--- config.mk ---
export PLATFORM = sky130hd
export DESIGN_NAME = dso100fb_fetch_ctrl
export DESIGN_NICKNAME = d
export VERILOG_FILES = /design/src/rtl/dso100fb_pkg.sv /design/src/rtl/dso100fb_outst_cnt.sv /design/src/rtl/dso100fb_fetch_ctrl.sv
export SDC_FILE = /design/constraint.sdc
export NUM_CORES = 1
export LEC_CHECK = 0
export ABC_AREA = 1
export BUFFER_PORTS_ARGS = -buffer_cell sky130_fd_sc_hd__buf_4
export CORE_MARGIN = 5
export CORE_UTILIZATION = 40
export CTS_BUF_LIST = sky130_fd_sc_hd__clkbuf_8 sky130_fd_sc_hd__clkbuf_16
export DETAILED_ROUTE_END_ITERATION = 12
export HOLD_SLACK_MARGIN = 0.15
export RECOVER_POWER = 50
export SYNTH_ARGS = -nofsm -noshare
export SYNTH_HDL_FRONTEND = slang
export SYNTH_SLANG_ARGS = --single-unit
--- constraint.sdc ---
create_clock -name CLK -period 1.8 [get_ports CLK]
set_input_delay 0.09 -clock CLK [delete_from_list [all_inputs] [get_ports CLK]]
set_output_delay 0.09 -clock CLK [all_outputs]
set_load 0.05 [all_outputs]
--- src/rtl/dso100fb_pkg.sv ---
`default_nettype none
// +--------------------------------------------------------------------------+
// | dso100fb_pkg                                                             |
// | Shared types and constants for the DSO100 framebuffer fetch controller: |
// | fetch FSM state enum, DataMover MM2S command field offsets, status bit    |
// | indices and the command builder / status decode helpers.                 |
// | Rev 1.0 - initial release                                                |
// +--------------------------------------------------------------------------+
package dso100fb_pkg;

   typedef enum logic [1:0] {
      ST_IDLE  = 2'd0,
      ST_ISSUE = 2'd1,
      ST_DRAIN = 2'd2
   } fetch_state_e;

   // MM2S command word layout
   localparam int CMD_W        = 72;
   localparam int CMD_TAG_LSB  = 64;
   localparam int CMD_TAG_W    = 4;
   localparam int CMD_ADDR_LSB = 32;
   localparam int CMD_ADDR_W   = 32;
   localparam int CMD_EOF_BIT  = 30;
   localparam int CMD_INCR_BIT = 23;
   localparam int CMD_BTT_W    = 23;

   localparam logic CMD_INCR = 1'b1;
   localparam logic CMD_EOF  = 1'b1;

   // MM2S status byte layout
   localparam int STS_OKAY_BIT   = 7;
   localparam int STS_SLVERR_BIT = 6;
   localparam int STS_DECERR_BIT = 5;
   localparam int STS_INTERR_BIT = 4;

   // Reserved, DRR and DSA fields are all left at zero.
   function automatic logic [CMD_W-1:0] mm2s_cmd(
      input logic [CMD_TAG_W-1:0]  tag,
      input logic [CMD_ADDR_W-1:0] addr,
      input logic                  eof,
      input logic [CMD_BTT_W-1:0]  btt
   );
      logic [CMD_W-1:0] c;
      c                                = '0;
      c[CMD_TAG_LSB +: CMD_TAG_W]      = tag;
      c[CMD_ADDR_LSB +: CMD_ADDR_W]    = addr;
      c[CMD_EOF_BIT]                   = eof;
      c[CMD_INCR_BIT]                  = CMD_INCR;
      c[CMD_BTT_W-1:0]                 = btt;
      return c;
   endfunction

   function automatic logic sts_is_err(input logic [7:0] sts);
      return !sts[STS_OKAY_BIT] || sts[STS_SLVERR_BIT] ||
             sts[STS_DECERR_BIT] || sts[STS_INTERR_BIT];
   endfunction

endpackage
`default_nettype wire

--- src/rtl/dso100fb_outst_cnt.sv ---
`default_nettype none
// +--------------------------------------------------------------------------+
// | dso100fb_outst_cnt                                                       |
// | Saturating up/down counter of DataMover commands awaiting status.       |
// | Ports: CLK, RST_N (async, active-low), inc_i (command accepted),        |
// |        dec_i (status received), full_o (count >= MAX_CNT),              |
// |        empty_o (count == 0).                                            |
// | Rev 1.0 - initial release                                                |
// +--------------------------------------------------------------------------+
module dso100fb_outst_cnt #(
   parameter int MAX_CNT = 4
) (
   input  logic CLK,
   input  logic RST_N,
   input  logic inc_i,
   input  logic dec_i,
   output logic full_o,
   output logic empty_o
);
   localparam int                CNT_W = $clog2(MAX_CNT + 1);
   localparam logic [CNT_W-1:0]  C_MAX = CNT_W'(MAX_CNT);
   localparam logic [CNT_W-1:0]  C_ONE = CNT_W'(1);

   logic [CNT_W-1:0] cnt_q;
   logic [CNT_W-1:0] cnt_d;
   logic             w_inc;
   logic             w_dec;

   assign full_o  = (cnt_q >= C_MAX);
   assign empty_o = (cnt_q == '0);

   // A decrement at zero is dropped so stray statuses cannot underflow.
   always_comb begin
      w_inc = inc_i && !full_o;
      w_dec = dec_i && !empty_o;
      cnt_d = cnt_q;
      if (w_inc && !w_dec) begin
         cnt_d = cnt_q + C_ONE;
      end else if (w_dec && !w_inc) begin
         cnt_d = cnt_q - C_ONE;
      end
   end

   always_ff @(posedge CLK or negedge RST_N) begin
      if (!RST_N) begin
         cnt_q <= '0;
      end else begin
         cnt_q <= cnt_d;
      end
   end

endmodule
`default_nettype wire

--- src/rtl/dso100fb_fetch_ctrl.sv ---
`default_nettype none
// +--------------------------------------------------------------------------+
// | dso100fb_fetch_ctrl                                                      |
// | Splits one framebuffer per vertical sync into DataMover MM2S commands   |
// | of at most CHUNK_BYTES, limits commands in flight to MAX_OUTST and      |
// | reports frame completion, DataMover errors and frame underruns.         |
// | Ports: CLK, RST_N (async, active-low); FETCH_EN, FRAME_START, FB_BASE,  |
// |        FB_LENGTH (frame request); MCMD_* (command stream out);         |
// |        MSTS_* (status stream in); BUSY, FRAME_DONE, ERR, UNDERRUN,      |
// |        ERR_CLR (status / sticky flags).                                 |
// | Rev 1.0 - initial release                                                |
// +--------------------------------------------------------------------------+
module dso100fb_fetch_ctrl
   import dso100fb_pkg::*;
#(
   parameter int CHUNK_BYTES = 4096,
   parameter int MAX_OUTST   = 4
) (
   input  logic        CLK,
   input  logic        RST_N,
   input  logic        FETCH_EN,
   input  logic        FRAME_START,
   input  logic [31:0] FB_BASE,
   input  logic [22:0] FB_LENGTH,
   output logic [71:0] MCMD_TDATA,
   output logic        MCMD_TVALID,
   input  logic        MCMD_TREADY,
   input  logic [7:0]  MSTS_TDATA,
   input  logic        MSTS_TVALID,
   output logic        MSTS_TREADY,
   output logic        BUSY,
   output logic        FRAME_DONE,
   output logic        ERR,
   output logic        UNDERRUN,
   input  logic        ERR_CLR
);
   localparam logic [CMD_BTT_W-1:0] C_CHUNK = CMD_BTT_W'(CHUNK_BYTES);

   fetch_state_e         state_q, state_d;
   logic [31:0]          ptr_q, ptr_d;
   logic [CMD_BTT_W-1:0] rem_q, rem_d;
   logic [3:0]           tag_q, tag_d;
   logic                 cmd_vld_q, cmd_vld_d;
   logic [CMD_W-1:0]     cmd_q, cmd_d;
   logic                 err_q, err_d;
   logic                 unr_q, unr_d;
   logic                 done_q, done_d;

   logic                 w_accept;
   logic                 w_full;
   logic                 w_empty;
   logic                 w_sts_err;
   logic                 w_unr_set;
   logic [CMD_BTT_W-1:0] w_btt;
   logic [CMD_BTT_W-1:0] w_acc_btt;
   logic                 w_eof;
   logic                 w_sts_tag_unused;

   assign w_accept  = cmd_vld_q && MCMD_TREADY;
   assign w_btt     = (rem_q > C_CHUNK) ? C_CHUNK : rem_q;
   assign w_eof     = (w_btt == rem_q);
   assign w_acc_btt = cmd_q[CMD_BTT_W-1:0];
   // Statuses arriving with nothing outstanding are ignored entirely.
   assign w_sts_err = MSTS_TVALID && !w_empty && sts_is_err(MSTS_TDATA);
   assign w_unr_set = FRAME_START && (state_q != ST_IDLE);
   assign w_sts_tag_unused = ^MSTS_TDATA[3:0];

   dso100fb_outst_cnt #(
      .MAX_CNT (MAX_OUTST)
   ) u_outst_cnt (
      .CLK     (CLK),
      .RST_N   (RST_N),
      .inc_i   (w_accept),
      .dec_i   (MSTS_TVALID),
      .full_o  (w_full),
      .empty_o (w_empty)
   );

   always_comb begin
      state_d   = state_q;
      ptr_d     = ptr_q;
      rem_d     = rem_q;
      tag_d     = tag_q;
      cmd_vld_d = cmd_vld_q;
      cmd_d     = cmd_q;
      done_d    = 1'b0;
      err_d     = w_sts_err ? 1'b1 : (ERR_CLR ? 1'b0 : err_q);
      unr_d     = w_unr_set ? 1'b1 : (ERR_CLR ? 1'b0 : unr_q);

      case (state_q)
         ST_IDLE: begin
            if (FRAME_START && FETCH_EN) begin
               if (FB_LENGTH != '0) begin
                  state_d = ST_ISSUE;
                  ptr_d   = FB_BASE;
                  rem_d   = FB_LENGTH;
                  tag_d   = '0;
               end else begin
                  done_d  = 1'b1;
               end
            end
         end
         ST_ISSUE: begin
            if (w_accept) begin
               // Address/length advance from the field just handed over,
               // so the next command is built one cycle later from fresh state.
               cmd_vld_d = 1'b0;
               ptr_d     = ptr_q + {{(32-CMD_BTT_W){1'b0}}, w_acc_btt};
               rem_d     = rem_q - w_acc_btt;
               tag_d     = tag_q + 4'd1;
               if (cmd_q[CMD_EOF_BIT]) begin
                  state_d = ST_DRAIN;
               end
            end else if (!cmd_vld_q) begin
               if (!FETCH_EN) begin
                  state_d = ST_DRAIN;
               end else if (!w_full) begin
                  cmd_vld_d = 1'b1;
                  cmd_d     = mm2s_cmd(tag_q, ptr_q, w_eof, w_btt);
               end
            end
         end
         ST_DRAIN: begin
            if (w_empty) begin
               state_d = ST_IDLE;
               done_d  = 1'b1;
            end
         end
         default: begin
            state_d = ST_IDLE;
         end
      endcase
   end

   always_ff @(posedge CLK or negedge RST_N) begin
      if (!RST_N) begin
         state_q   <= ST_IDLE;
         ptr_q     <= '0;
         rem_q     <= '0;
         tag_q     <= '0;
         cmd_vld_q <= 1'b0;
         cmd_q     <= '0;
         err_q     <= 1'b0;
         unr_q     <= 1'b0;
         done_q    <= 1'b0;
      end else begin
         state_q   <= state_d;
         ptr_q     <= ptr_d;
         rem_q     <= rem_d;
         tag_q     <= tag_d;
         cmd_vld_q <= cmd_vld_d;
         cmd_q     <= cmd_d;
         err_q     <= err_d;
         unr_q     <= unr_d;
         done_q    <= done_d;
      end
   end

   assign MCMD_TVALID = cmd_vld_q;
   assign MCMD_TDATA  = cmd_q;
   assign MSTS_TREADY = 1'b1;
   assign BUSY        = (state_q != ST_IDLE);
   assign FRAME_DONE  = done_q;
   assign ERR         = err_q;
   assign UNDERRUN    = unr_q;

endmodule
`default_nettype wire

* Word level (Yosys, flattened, before mapping) *
Index checks and enable logic that the tools add are counted.
W data, S select, Z words.

storage, ports and cells
  output and inout port bits = 78
  bits in registers = 129
  logic and storage cells = 91
  input port bits = 70

operators by class
  muxes and demuxes = 34
  equal/unequal tests = 10
  reduce and logical (&&, ||, !) cells = 27
  $add $sub $neg = 5
  bitwise operators = 3
  magnitude comparators = 2

operators by type and width
  cell                    count
  $mux W32                3
  $mux W23                4
  $pmux W32 S2            1
  $pmux W23 S2            1
  $add A32 B23 Y32        1
  $eq A23 B23 Y1          1
  $gt A23 B13 Y1 const B  1
  $reduce_bool A23 Y1     1
  $sub A23 B23 Y23        1
  $mux W2                 7
  $mux W4                 3
  $mux W1                 10
  $reduce_bool A2 Y1      5
  $logic_and A1 B1 Y1     8
  $pmux W4 S2             1
  $mux W3                 2
  $ne A3 B2 Y1 const B    2
  $pmux W2 S3             1
  $reduce_and A6 Y1       1
  $logic_not A1 Y1        5
  $reduce_and A5 Y1       1
  $add A4 B1 Y4 const B   1
  $ne A2 B1 Y1 const B    2
  $ne A2 B2 Y1 const B    2
  12 further kinds        16

* Depth between registers and ports, before layout *
  word-level depth = 7
  gate-level depth with buffers = 16
  gate-level depth less buffers = 16

* Modules after synthesis *
Synthesis repeated with hierarchy kept, for this count alone.

unflattened totals
  cells, all modules = 1,428
  area total of the unflattened synthesis = 9,292.7 µm²

by module, submodules not included
  module               area each (µm²)  times used  seq. area each (µm²)  cells each
  dso100fb_fetch_ctrl  9,092.5          1           3,153.0               1,404
  dso100fb_outst_cnt   200.2            1           75.1                  24

* Least setup slack after synthesis *
Ideal clock, no wire load.

  kind = register -> register
  start point = register cmd_q[0], in the netlist MCMD_TDATA[0]
  end point = register ptr_q[30]
  path buffers = 0
  period minus slack after synthesis = 2,239 ps
  required time = 1,684 ps
  setup slack = -439 ps
  cell stages (with the launch flop) = 15
  setup time = 116 ps
  data arrival time = 2,123 ps
  path through = dfrtp_1 -> ha_1 -> fa_1 -> nand3_1 -> nand3_1 -> nand2_1 -> nand2_1 -> nand2_1 -> nand2_1 -> nand2_1 -> nand2_1 -> nand2_1 -> nand3_1 -> nand2_1 -> nand2_1

on the way
  word-level cells in the longest chain between the ends = 3

ends and longest elaborated chain
  what                    RTL line                    text
  from (decl)             dso100fb_fetch_ctrl.sv:44   logic [CMD_W-1:0] cmd_q, cmd_d;
  from (signal assigned)  dso100fb_fetch_ctrl.sv:152  cmd_q <= cmd_d;
  $add A32 B23 Y32        dso100fb_fetch_ctrl.sv:108  ptr_d = ptr_q + {{(32-CMD_BTT_W){1'b0}}, w_acc_btt};
  $mux W32                dso100fb_fetch_ctrl.sv:104  if (w_accept) begin
  $pmux W32 S2            dso100fb_fetch_ctrl.sv:90   case (state_q)
  to (signal assigned)    dso100fb_fetch_ctrl.sv:148  ptr_q <= ptr_d;
  to (decl)               dso100fb_fetch_ctrl.sv:40   logic [31:0] ptr_q, ptr_d;

No other way between the ends. The select of a mux whose other input is x is not followed.
A chain may end at the register's enable or synchronous reset.

* Worst setup path after layout *
  start point = register cmd_q[0], in the netlist MCMD_TDATA[0]
  end point = register ptr_q[14]

The elaborated chain is that of the path after synthesis.

==> flow_summary.ini <==
[status]
status = complete, but fails checks
violations = negative setup slack

[grt]
grt_pass1_vias = 9842
grt_pass1_wl_um = 49820
grt_max_degree = 53
overflow = 0
grt_usage_pct = 23.73
antenna_found_initial = 0

[critical_path]
endpoint_kind = flop
r2r_end = ptr_q[14]
cp_cell_sequence = ha_4 -> fa_2 -> nand3_2 -> nand3_4 -> nand2_2 -> nand2_2 -> nand2_2 -> nand2_4 -> xor2_1 -> o21ai_1 -> nand2_1
worstPathArrival_ns = 2.28
worst_setup_path_start_kind = flop
cp_num_buf_inv = 0
regToRegSetupSlack_ns = -0.17
slowest_delay_ns = 0.45
critPathMaxFanout = 5
cp.required_ns = 2.11
cp_common_cell = nand2_2
reg2reg_from = MCMD_TDATA[0]
crit_slowest_cell = dfrtp_2
crit_type = flop to flop
rr_worst_depth = 11
cp_top_family = simple AND/OR/NAND/NOR gates

[floorplan]
ios = 148
start_util_pct = 40.52
design.core.area_sq_mm = 0.02264
dieArea_sq_mm = 0.02606
fp-row-count = 55
die_w_um = 161.4
die_y_um = 161.4

[route]
drt_first_pass_iters = 5
num_vias = 10210
antenna_left = 0
routed_wl_um = 32360
viasPerCell = 4.909
wl_per_cell_um = 15.56
drc = 0
initialDrtViolationCount = 646

[timing]
fin_crit_sh_pct = 109.3
tightest_slew_ns = 1.423
final.setup.tns_ns = -2.548
max_freq_ghz = 0.5082
rsz0062_at_grt = true
timing.hold.ws_ns = 0.3374
fin_skew_ns = 0.01299
max-slew-margin-rel_pct = 5.130
setup_slack_ns = -0.1678
period_needed_ns = 1.968
setup-violations-final = 37
hold_viol = 0
final-max-slew-violation-count = 0

[run]
cap_violations = 0

[layout]
final_cell_mix = 428 x nand2_1, 288 x buf_4, 143 x inv_1, 125 x nor2_1, 103 x dfrtp_1
antenna_cells = 0
fill_cells = 1967
num-nets-final = 1902
layout.cells.non_filler = 2080
layout_commonest_cell = nand2_1
fin_util_pct = 65.50
syn2layout_area_growth_pct = 61.65
layout-drive-gt1-share_pct = 38.22

[synth]
yosysTopAreaCell = dfrtp_1
avgSynthCellArea_sq_um = 6.497
yosysTopAreaCellShare_pct = 35.19
ys_types = 37
synthCells = 1412
yosysSeqAreaShare_pct = 35.19
synth.yosys.warnings = 0
ys_ff_latch = 129
syn_area_sq_mm = 0.009174
synth_area_leaders = dfrtp_1 35%, nand2_1 22%, inv_1 7.3%

[worst_hold_path]
hp-start = FB_LENGTH[13]
hold_path.class = primary input to flop
holdPathStages = 7
hold_path_end = state_q[0]

[clock_tree]
htree_levels = 4
cts_buffers = 17
cts_tree = built
cts_sinks = 129
root_buffer = clkbuf_16
clk_path_buf_depth = 2
clk_latency_ns = 0.43
path_clk_slew_ns = 0.07

[power]
p_leak_nw = 7.575
peakVddDrop_v = 0.0008907
p_per_area_mw_per_mm2 = 2007

[placement]
dp_cells = 1960
gp_congestion = 0.9277
io_buffers = 131
dp_hpwl_um = 23400
-- per-layer routing --
metal | share of wire, % | global-route usage [%]
met5 | 0 | 0
met1 | 45 | 31.94
met2 | 50 | 40.85
met4 | 1.5 | 5.428
met3 | 3.8 | 3.088
-- synthesized netlist by cell type, drive strengths merged --
library cell and instances:
a21o 2, a21oi 46, a22oi 1, and2 3, buf 33, clkbuf 15, conb 2, dfrtp 129
fa 3, ha 47, inv 181, mux2 1, mux2i 5, nand2 544, nand3 90, nand3b 3
nand4 11, nor2 160, nor3 16, nor4 5, o211ai 4, o21a 6, o21ai 74, o21bai 3
o22ai 1, o31ai 1, or2 4, xnor2 4, xor2 18
-- registers in the layout, indices dropped and copies added, names as in the netlist --
| register | cells |
|---|---|
| MCMD_TDATA | 61 |
| rem_q | 23 |
| ptr_q | 32 |
| u_outst_cnt.cnt_q | 3 |
| MCMD_TVALID | 1 |
| state_q | 2 |
| UNDERRUN | 1 |
| FRAME_DONE | 1 |
| ERR | 1 |
| tag_q | 4 |
-- layout make-up --
| class | instances | area [sq um] | share of cell area [%] |
|---|---|---|---|
| clock buffers | 17 | 425.4 | 2.869 |
| clock inverters | 15 | 207.7 | 1.401 |
| inverters | 181 | 704.4 | 4.750 |
| multi-input cells | 1064 | 6654 | 44.87 |
| flip-flops and latches | 129 | 3261 | 21.99 |
| well taps | 285 | 356.6 | 2.405 |
| repair buffers | 389 | 3221 | 21.72 |
-- worst max-delay path by stage --
stage,from,to,slack [ns],cells after the start
6_report,MCMD_TDATA[0],ptr_q[14],-0.17,11
5_1_grt,rem_q[0],rem_q[12],-0.29,13
4_1_cts,rem_q[0],rem_q[12],-0.15,13
3_5_place_dp,MCMD_TDATA[0],ptr_q[30],-0.22,14
3_3_place_gp,MCMD_TDATA[0],ptr_q[24],-0.21,14
2_1_floorplan,MCMD_TDATA[0],ptr_q[30],-0.16,14
-- logic make-up (layout without fill, tap and decap cells) --
group,count (synthesis),count (layout),share of synthesized area (%)
xor+xnor,22,22,2.100
other cells,2,12,0.08186
buf+inv,229,602,10.26
flops,129,129,35.19
compound gates,138,138,8.061
simple gates,836,836,36.58
mux,6,6,0.6683
fa+ha+maj,50,50,7.065
-- through the flow --
step	total power, W	cell area, sq um	setup slack, ns
floorplan	0.01558	9574	-0.1640
global placement	0.02172	12020	-0.2059
detailed placement	0.02193	12020	-0.2246
CTS	0.02743	13980	-0.1486
global route	0.03188	14830	-0.2901
finish	0.02976	14830	-0.1678
-- worst min-delay path: stages --
cell	delay (ns)
buf_4	0.08
nor2_1	0.03
nand2_1	0.05
nor2_1	0.08
nand4_1	0.13
nand2_1	0.09
o21ai_0	0.18
-- power by group --
| part | internal, W | switching, W | total [W] | leakage [nW] |
|---|---|---|---|---|
| sequential | 0.00417 | 0.00125 | 0.00542 | 1.59 |
| combinational | 0.00867 | 0.0119 | 0.0205 | 5.68 |
| clock | 0.00234 | 0.00146 | 0.00380 | 0.303 |
| total | 0.0152 | 0.0146 | 0.0298 | 7.57 |
-- timing repair --
item                                    in CTS  in global routing
resized for setup                          155                218
gates cloned                                 0                  1
endpoints found under the setup margin      49                 64
buffers inserted                            17                  8
endpoints found under the hold margin      191                  0
hold buffers                                62                  0
pin swaps                                   48                103
Note: power is estimated with default switching activity, not from simulation.
